### src/rtl/countdown_pkg.sv
// Shared constants for the countdown controller: state codes, state width, default count width.
package countdown_pkg;

  localparam int unsigned STATE_W = 3;
  localparam int unsigned DEF_W   = 8;

  typedef logic [STATE_W-1:0] state_t;

  localparam state_t ST_IDLE    = 3'd0;
  localparam state_t ST_LOAD    = 3'd1;
  localparam state_t ST_RUN     = 3'd2;
  localparam state_t ST_PAUSED  = 3'd3;
  localparam state_t ST_EXPIRED = 3'd4;

endpackage

### src/rtl/countdown_ctrl_if.sv
// Button, datapath and status signals between the countdown controller and its surroundings.
interface countdown_ctrl_if
  import countdown_pkg::*;
#(
  parameter int unsigned W = DEF_W
);
  logic               start_btn;
  logic               pause_btn;
  logic               clear_btn;
  logic [W-1:0]       preset;
  logic [W-1:0]       count;
  logic               tick_o;
  logic               load_o;
  logic               enable_o;
  logic               alarm_o;
  logic [STATE_W-1:0] state_o;

  modport master (
    output start_btn, pause_btn, clear_btn, preset, count,
    input  tick_o, load_o, enable_o, alarm_o, state_o
  );

  modport slave (
    input  start_btn, pause_btn, clear_btn, preset, count,
    output tick_o, load_o, enable_o, alarm_o, state_o
  );
endinterface

### src/rtl/tick_gen.sv
// Free-running prescaler: one-clk tick each time the counter wraps from TICK_DIV-1 to 0.
module tick_gen #(
  parameter int unsigned TICK_DIV = 100000000
) (
  input  logic clk,
  input  logic rst_n,
  output logic tick
);
  localparam int unsigned CW   = $clog2(TICK_DIV);
  localparam logic [CW-1:0] LAST = CW'(TICK_DIV - 1);

  logic [CW-1:0] r_cnt;
  logic          r_tick;

  always_ff @(posedge clk or negedge rst_n) begin
    if (!rst_n) begin
      r_cnt  <= '0;
      r_tick <= 1'b0;
    end else begin
      r_cnt  <= (r_cnt == LAST) ? '0 : r_cnt + 1'b1;
      r_tick <= (r_cnt == LAST);
    end
  end

  assign tick = r_tick;
endmodule

### src/rtl/countdown_ctrl.sv
// Countdown timer controller: button conditioning, run/pause/expire FSM and alarm hold timer.
module countdown_ctrl
  import countdown_pkg::*;
#(
  parameter int unsigned TICK_DIV    = 100000000,
  parameter int unsigned ALARM_TICKS = 10,
  parameter int unsigned W           = DEF_W
) (
  input logic             clk,
  input logic             rst_n,
  countdown_ctrl_if.slave bus
);
  localparam int unsigned   AW         = $clog2(ALARM_TICKS + 1);
  localparam logic [AW-1:0] ALARM_LAST = AW'(ALARM_TICKS - 1);

  logic          w_tick;
  logic [2:0]    w_btn;
  logic [2:0]    r_sync1, r_sync2, r_prev, r_armed, r_pulse;
  logic [1:0]    r_vld;
  state_t        r_state, w_next;
  logic [AW-1:0] r_alarm_cnt, w_alarm_next;
  logic          r_load, r_enable, r_alarm;
  logic          w_start, w_pause, w_clear;

  tick_gen #(.TICK_DIV(TICK_DIV)) u_tick (
    .clk  (clk),
    .rst_n(rst_n),
    .tick (w_tick)
  );

  assign w_btn = {bus.clear_btn, bus.pause_btn, bus.start_btn};

  // A button only arms once a genuine low has come through the synchronizer,
  // so a press held across reset release never yields a pulse.
  always_ff @(posedge clk or negedge rst_n) begin
    if (!rst_n) begin
      r_sync1 <= '0;
      r_sync2 <= '0;
      r_prev  <= '0;
      r_armed <= '0;
      r_pulse <= '0;
      r_vld   <= '0;
    end else begin
      r_sync1 <= w_btn;
      r_sync2 <= r_sync1;
      r_prev  <= r_sync2;
      r_vld   <= {r_vld[0], 1'b1};
      r_armed <= r_armed | ({3{r_vld[1]}} & ~r_sync2);
      r_pulse <= r_sync2 & ~r_prev & r_armed;
    end
  end

  assign w_start = r_pulse[0];
  assign w_pause = r_pulse[1];
  assign w_clear = r_pulse[2];

  always_comb begin
    w_next       = r_state;
    w_alarm_next = '0;
    case (r_state)
      ST_IDLE:   if (w_start) w_next = ST_LOAD;
      ST_LOAD:   if (w_tick)  w_next = ST_RUN;
      ST_RUN: begin
        if (w_start)               w_next = ST_LOAD;
        else if (w_pause)          w_next = ST_PAUSED;
        else if (bus.count == '0)  w_next = ST_EXPIRED;
      end
      ST_PAUSED: begin
        if (w_start)      w_next = ST_LOAD;
        else if (w_pause) w_next = ST_RUN;
      end
      ST_EXPIRED: begin
        if (w_start) begin
          w_next = ST_LOAD;
        end else begin
          w_alarm_next = r_alarm_cnt;
          if (w_tick) begin
            if (r_alarm_cnt == ALARM_LAST) begin
              w_next       = ST_IDLE;
              w_alarm_next = '0;
            end else begin
              w_alarm_next = r_alarm_cnt + 1'b1;
            end
          end
        end
      end
      default:   w_next = ST_IDLE;
    endcase
    if (w_clear) begin
      w_next       = ST_IDLE;
      w_alarm_next = '0;
    end
  end

  // Outputs are decoded from the next state so they register alongside r_state.
  always_ff @(posedge clk or negedge rst_n) begin
    if (!rst_n) begin
      r_state     <= ST_IDLE;
      r_alarm_cnt <= '0;
      r_load      <= 1'b0;
      r_enable    <= 1'b0;
      r_alarm     <= 1'b0;
    end else begin
      r_state     <= w_next;
      r_alarm_cnt <= w_alarm_next;
      r_load      <= (w_next == ST_LOAD);
      r_enable    <= (w_next == ST_RUN);
      r_alarm     <= (w_next == ST_EXPIRED);
    end
  end

  assign bus.tick_o   = w_tick;
  assign bus.load_o   = r_load;
  assign bus.enable_o = r_enable;
  assign bus.alarm_o  = r_alarm;
  assign bus.state_o  = r_state;
endmodule

### src/flat_wrapper.sv
// flat-port wrapper written by rule: the top's interface ports become plain ports
module countdown_ctrl_flat import countdown_pkg::*;
#(
  parameter int unsigned TICK_DIV    = 100000000,
  parameter int unsigned ALARM_TICKS = 10,
  parameter int unsigned W           = DEF_W
)
  (clk, rst_n, bus_start_btn, bus_pause_btn, bus_clear_btn, bus_preset, bus_count, bus_tick_o, bus_load_o, bus_enable_o, bus_alarm_o, bus_state_o);
  countdown_ctrl_if #(.W(W)) bus_i ();
  input logic clk;
  input logic rst_n;
  input wire logic [$bits(bus_i.start_btn)-1:0] bus_start_btn;
  input wire logic [$bits(bus_i.pause_btn)-1:0] bus_pause_btn;
  input wire logic [$bits(bus_i.clear_btn)-1:0] bus_clear_btn;
  input wire logic [$bits(bus_i.preset)-1:0] bus_preset;
  input wire logic [$bits(bus_i.count)-1:0] bus_count;
  output wire logic [$bits(bus_i.tick_o)-1:0] bus_tick_o;
  output wire logic [$bits(bus_i.load_o)-1:0] bus_load_o;
  output wire logic [$bits(bus_i.enable_o)-1:0] bus_enable_o;
  output wire logic [$bits(bus_i.alarm_o)-1:0] bus_alarm_o;
  output wire logic [$bits(bus_i.state_o)-1:0] bus_state_o;
  assign bus_i.start_btn = bus_start_btn;
  assign bus_i.pause_btn = bus_pause_btn;
  assign bus_i.clear_btn = bus_clear_btn;
  assign bus_i.preset = bus_preset;
  assign bus_i.count = bus_count;
  assign bus_tick_o = bus_i.tick_o;
  assign bus_load_o = bus_i.load_o;
  assign bus_enable_o = bus_i.enable_o;
  assign bus_alarm_o = bus_i.alarm_o;
  assign bus_state_o = bus_i.state_o;
  countdown_ctrl #(.TICK_DIV(TICK_DIV), .ALARM_TICKS(ALARM_TICKS), .W(W)) u_core (.clk(clk), .rst_n(rst_n), .bus(bus_i));
endmodule
### config.mk
export PLATFORM = sky130hd
export DESIGN_NAME = countdown_ctrl_flat
export DESIGN_NICKNAME = d
export VERILOG_FILES = /design/src/rtl/countdown_pkg.sv /design/src/rtl/countdown_ctrl_if.sv /design/src/rtl/tick_gen.sv /design/src/rtl/countdown_ctrl.sv /design/src/flat_wrapper.sv
export SDC_FILE = /design/constraint.sdc
export NUM_CORES = 1
export LEC_CHECK = 0
export ABC_CLOCK_PERIOD_IN_PS = 2200
export BUFFER_PORTS_ARGS = -buffer_cell sky130_fd_sc_hd__buf_4
export CORE_UTILIZATION = 50
export CTS_CLUSTER_DIAMETER = 80
export DETAILED_ROUTE_END_ITERATION = 7
export PLACE_DENSITY = 0.79
export SYNTH_ARGS = -nofsm -noshare
export SYNTH_HDL_FRONTEND = slang
export SYNTH_HIERARCHICAL = 1
export SYNTH_SLANG_ARGS = --single-unit
### constraint.sdc
create_clock -name clk -period 2.2 [get_ports clk]
set_input_delay 0.44 -clock clk [delete_from_list [all_inputs] [get_ports clk]]
set_output_delay 0.44 -clock clk [all_outputs]
set_load 0.01 [all_outputs]
; After elaboration in Yosys (flattened, before gate mapping)
; Index checks and enable logic that the tools add are counted.
[totals]
ff_bits = 55
input_bits = 21
rom_bits = 0
ram_bits = 0
memories = 0
latch_bits = 0
out_inout_bits = 7
[classes]
shifts = 0
n_eq_ne = 10
magnitude_cmp = 0
n_bitwise = 6
reduce_logical = 2
n_div = 0
n_mux = 18
mul = 0
addsub = 2
[op_table]
columns = op, n
row1 = $mux 3, 11
row2 = $add 27x1->27 const B, 1
row3 = $eq 27x27->1 const B, 1
row4 = $mux 27, 1
row5 = $mux 4, 5
row6 = $pmux 3 s5, 1
row7 = $and 3x3->3, 3
row8 = $eq 3x2->1 const B, 3
row9 = $logic_not 8->1, 1
row10 = $eq 3x1->1 const B, 2
row11 = $eq 3x3->1 const B, 2
row12 = $not 3->3, 2
row13 = $add 4x1->4 const B, 1
row14 = $eq 4x4->1 const B, 1
row15 = $ne 4x2->1 const B, 1
row16 = $logic_not 3->1, 1
row17 = $or 3x3->3, 1

; Logic depth before layout (Yosys ltp)
[depth]
ltp_word = 7
mapped_depth = 6
mapped_depth_nobuf = 6

; Hierarchy
; The synthesis kept the hierarchy.
[modules_own_cells]
columns = module, seq_area_each_um2, n_inst, cells_per_inst, area_each_um2
row1 = tick_gen, 700.7, 1, 135, 1357.6
row2 = countdown_ctrl, 675.6, 1, 88, 1041.0

; Worst setup path after synthesis
; Ideal clock, no wire load.
[synth_timing]
kind = flip-flop to flip-flop
startpoint = reg u_core.u_tick.r_cnt[0]
endpoint = reg u_core.u_tick.r_cnt[20]
path_buffers = 1
t_required_ns = 2.123
arrival_time_ns = 1.864
setup_ns = 0.077
stages_incl_launch_ff = 7
setup_slack_ns = 0.259
cell_sequence = dfrtp_1 -> ha_1 -> and2_1 -> or4b_1 -> clkbuf_1 -> or4_1 -> a21oi_1
[synth_via]
elab_chain_len = 2
[synth_lines]
columns = item, line
row1 = from (decl), tick_gen.sv:12  ; logic [CW-1:0] r_cnt;
row2 = from (signal assigned), tick_gen.sv:20  ; r_cnt <= (r_cnt == LAST) ? '0 : r_cnt + 1'b1;
row3 = $add 27x1->27 or $eq 27x27->1 (tied branches), tick_gen.sv:20
row4 = $mux 27 (*), tick_gen.sv:20
; Every way passes the cells marked *; elsewhere a longest branch is shown, timed or not.
; A chain may end at the register's enable or synchronous reset.

; Final worst setup path
; Ends and elaborated chain as after synthesis.

==> results list <==
* Run status: finished, final reports clean
- After detailed placement, the design holds a cell count of a little under 300.
- Total number of nets in the final design: 270
- Number of nets with antenna violations after detailed routing: 0
* Number of antenna cells inserted: 0
- Syn nets: between 200 and 250
- Core region area: roughly 4500 sq um
- Setup violations remaining at the end of the flow were counted as 0.
- Global-route wire length before repair: between 7000 and 8000 um
- Pin placement for this block handled 28 I/O pins.
- The number of antenna violations at the first check in global routing is 0.
- Initial DRC count: 93
- Clock tree synthesis found a total of between 50 and 60 sinks.
- Post-CTS clock slew at the launch and capture registers of the worst setup and hold paths: 0.10 ns
- HP Class: in -> async
- Total via count in the routed design: 1706
- Measured in cells, the most critical reg-to-reg path has a length of 5.
- Setup TNS after final layout: 0 ns
- Commonest cells in the synthesized netlist: 55 x dfrtp_1, 22 x nor2_1, 18 x nand2_1
- The number of global-route vias before repair was 1623.
* Wire length per cell after detailed routing: roughly 13 um
* Power per cell area: about 670 nW/um^2
- DRC Markers: 0
- Leading cell types by total area after synthesis: dfrtp_1 57%, nor2_1 3.4%, nand2_1 2.8%
* Number of I/O port buffers: 19
- In this run the worst path has a maximum fanout of 8.
* Area delta synth->final: 12.9%
- The die covers 5080 sq um.
* Syn Inst Count: roughly 220
- Count of instances resized after the clock tree is built: 0
* Post-route worst setup slack: between 0.1 and 0.15 ns
* Fraction of final layout cells with drive strength greater than 1: 15.4%
* Clock Skews: about 0.007 ns
* Number of detailed-routing iterations run before antenna repair: 6
- Row generation in the floorplan step produced 24 rows.
* Largest net degree at the start of global routing: 56
- In this run the tightest slew margin relative to its limit is between 50% and 60%.
* Gp weighted congestion: just under 0.8
- For this run, asynchronously set or reset flops after synthesis account for 100%.
- Setup repair after global routing left no endpoint under its margin.
- Once the clock tree was built, the setup fixing pass inserted 0 buffers.
- At the worst endpoint, the required time is about 2.4 ns.
- Number of CTS-inserted buffers: 5
- Worst setup timing slack at the placement stage: 0.132 ns
- The worst register-to-register path has a setup slack of between 0.1 and 0.15 ns.
- No sink is reached through more buffers than the 2 on the longest clock path.
- The count of cells in the finished layout, fillers not included, comes to approximately 300.
* Primary flip-flop cell chosen by synthesis mapping: dfrtp_1
* Crit path DAT: around 2.3 ns
* DR vias/cell: 5.71
- For this configuration, the core starts out at a cell density of a little over half.
- R2r startpoint: u_core/u_tick/r_cnt[0]
* Largest area contributor in the synthesized netlist: dfrtp_1
- Peak supply drop: between 500 and 600 uV
- Latest clock arrival within the worst-skew pair: ~0.31 ns
- By instance count, the leading cell after synthesis is dfrtp_1.
- In this run the static leakage power is roughly 1.2 nW.
- The wire-length estimate of the detail-placed layout is approximately 2700 um.
- Chip width: between 70 and 80 um
* Total Routed Length: about 4000 um
- Number of max-capacitance violations reported: 0
- Hold timing on the final database bottoms out at a slack of approximately 0.15 ns.
- Global-route total usage across every layer: approximately 18%
- STA classifies the critical path endpoint as a flip-flop.
- The number of hold violations in the final report was 0.
* Max Slew Vio Count: 0
- After clock tree synthesis, the flow added hold-fix buffers numbering 0.
- The synthesized design contains 0 enable-type register cells.
- The die is 71.3 um tall.
- Synthesized flop and latch total: between 50 and 60
* Critical register-to-register path endpoint: u_core/u_tick/r_cnt[20]
* Combined area of all synthesized cells: approximately 2400 sq um
- Startpoint class of the critical path: flip-flop
- Cell variety after synth: 46
* Crit path time final: roughly 2.1 ns
* Proportion of netlist area held by the largest area contributor: 57.4%
- The root buffer cell chosen for the clock tree is clkbuf_8.
* TritonCTS clock tree: done
- Achievable frequency: about 0.48 GHz
- For the pin with the worst max-slew slack, the measured transition is between 0.6 and 0.7 ns.
* Remaining global-route overflow: 0
* Worst setup path category: reg -> reg
- The layout has between 300 and 400 filler cells.
* Post-synthesis average cell area: 10.8 sq um
- Sequential elements use a little under three fifths of the synthesized area.
- The Yosys step of the flow raised 6 warnings.
- The H-tree was split into 2 levels.
- Fraction of the cycle the final worst path needs: approximately 95%
## state kept, by name, summed over array words and instances, names as in the netlist
signal	cells
u_core/bus.alarm_o	1
u_core/bus.enable_o	1
u_core/bus.load_o	1
u_core/bus.state_o	3
u_core/r_alarm_cnt	4
u_core/r_armed	3
u_core/r_prev	3
u_core/r_pulse	3
u_core/r_sync1	3
u_core/r_sync2	3
u_core/r_vld	2
u_core/u_tick/r_cnt	27
u_core/u_tick/tick	1
## power breakdown
group	switching, mW	total [mW]	internal, mW
Sequential	0.0155	1.05	1.03
Combinational	0.0454	0.0801	0.0348
Clock	0.350	0.701	0.351
## cells in the final DEF (no fill, tap or decap), types with 5 or more instances in the layout
| cell | netlist | layout |
|---|---|---|
| nand4_1 | 8 | 8 |
| clkbuf_8 | 0 | 5 |
| a21oi_1 | 13 | 13 |
| nor3_1 | 5 | 5 |
| dfrtp_1 | 55 | 55 |
| inv_1 | 8 | 8 |
| nand2_1 | 18 | 18 |
| o31ai_1 | 5 | 5 |
| xor2_1 | 7 | 7 |
| or4_1 | 5 | 5 |
| nor2_1 | 22 | 22 |
| xnor2_1 | 7 | 7 |
| o21ai_0 | 8 | 8 |
| buf_4 | 0 | 22 |
| nand3_1 | 11 | 11 |
## layer usage
| metal | GRT usage (%) | part of all wire, % | wire length [um] | vias up |
|---|---|---|---|---|
| li1 | - | - | - | 839 |
| met1 | 23.9 | 48 | 1920 | 836 |
| met2 | 28.0 | 48 | 1930 | 26 |
| met3 | 4.36 | 2.9 | 116 | 5 |
| met4 | 7.33 | 1.2 | 48 | 0 |
| met5 | 0 | 0 | 0 | - |
## worst max path at each step
stage	startpoint	end	slack, ns	cells past startpoint
3_5_place_dp	u_core/u_tick/r_cnt[0]	u_core/u_tick/r_cnt[20]	0.13	5
2_1_floorplan	u_core/u_tick/r_cnt[0]	u_core/u_tick/r_cnt[20]	0.26	6
4_1_cts	u_core/u_tick/r_cnt[0]	u_core/u_tick/r_cnt[20]	0.09	5
3_3_place_gp	u_core/u_tick/r_cnt[0]	u_core/u_tick/r_cnt[20]	0.17	5
6_report	u_core/u_tick/r_cnt[0]	u_core/u_tick/r_cnt[20]	0.11	5
5_1_grt	u_core/u_tick/r_cnt[0]	u_core/u_tick/r_cnt[20]	0.006	5
## cell families (layout without fill, tap and decap cells)
kind of cell	Yosys count	in the layout	synth area share, %
AOI/OAI and AO/OA	37	37	9.70
xor gates and xnor gates	14	14	5.11
adders and majority gates	3	3	1.57
buffers and inverters	14	38	2.87
DFF	55	55	57.4
muxes	3	3	1.30
other	1	1	0.156
and+or+nand+nor	96	96	21.9
## worst max-delay path: stages, from the launching register on
cell,delay [ns]
dfrtp_1,0.38
ha_1,0.18
and2_1,0.22
or4b_1,0.58
or4_1,0.51
a21oi_1,0.15
## through the flow
stage / instance area (sq um) / util (%) / power, mW
finish: 2710 / 60.5 / 1.83
CTS: 2710 / 60.5 / 1.85
detailed placement: 2590 / 57.9 / 1.15
global route: 2710 / 60.5 / 1.90
global placement: 2590 / 57.9 / 1.14
floorplan: 2400 / - / 1.09
## layout make-up
cell class	instances	area (sq um)	area share (%)
Sequential cell	55	1380	50.8
Clock buffer	5	68.8	2.54
Timing Repair Buffer	22	165	6.10
Inverter	8	30.0	1.11
Tap cell	52	65.1	2.40
Multi-Input combinational cell	154	953	35.2
Clock inverter	3	50.0	1.85
(Power assumes the default switching activity.)
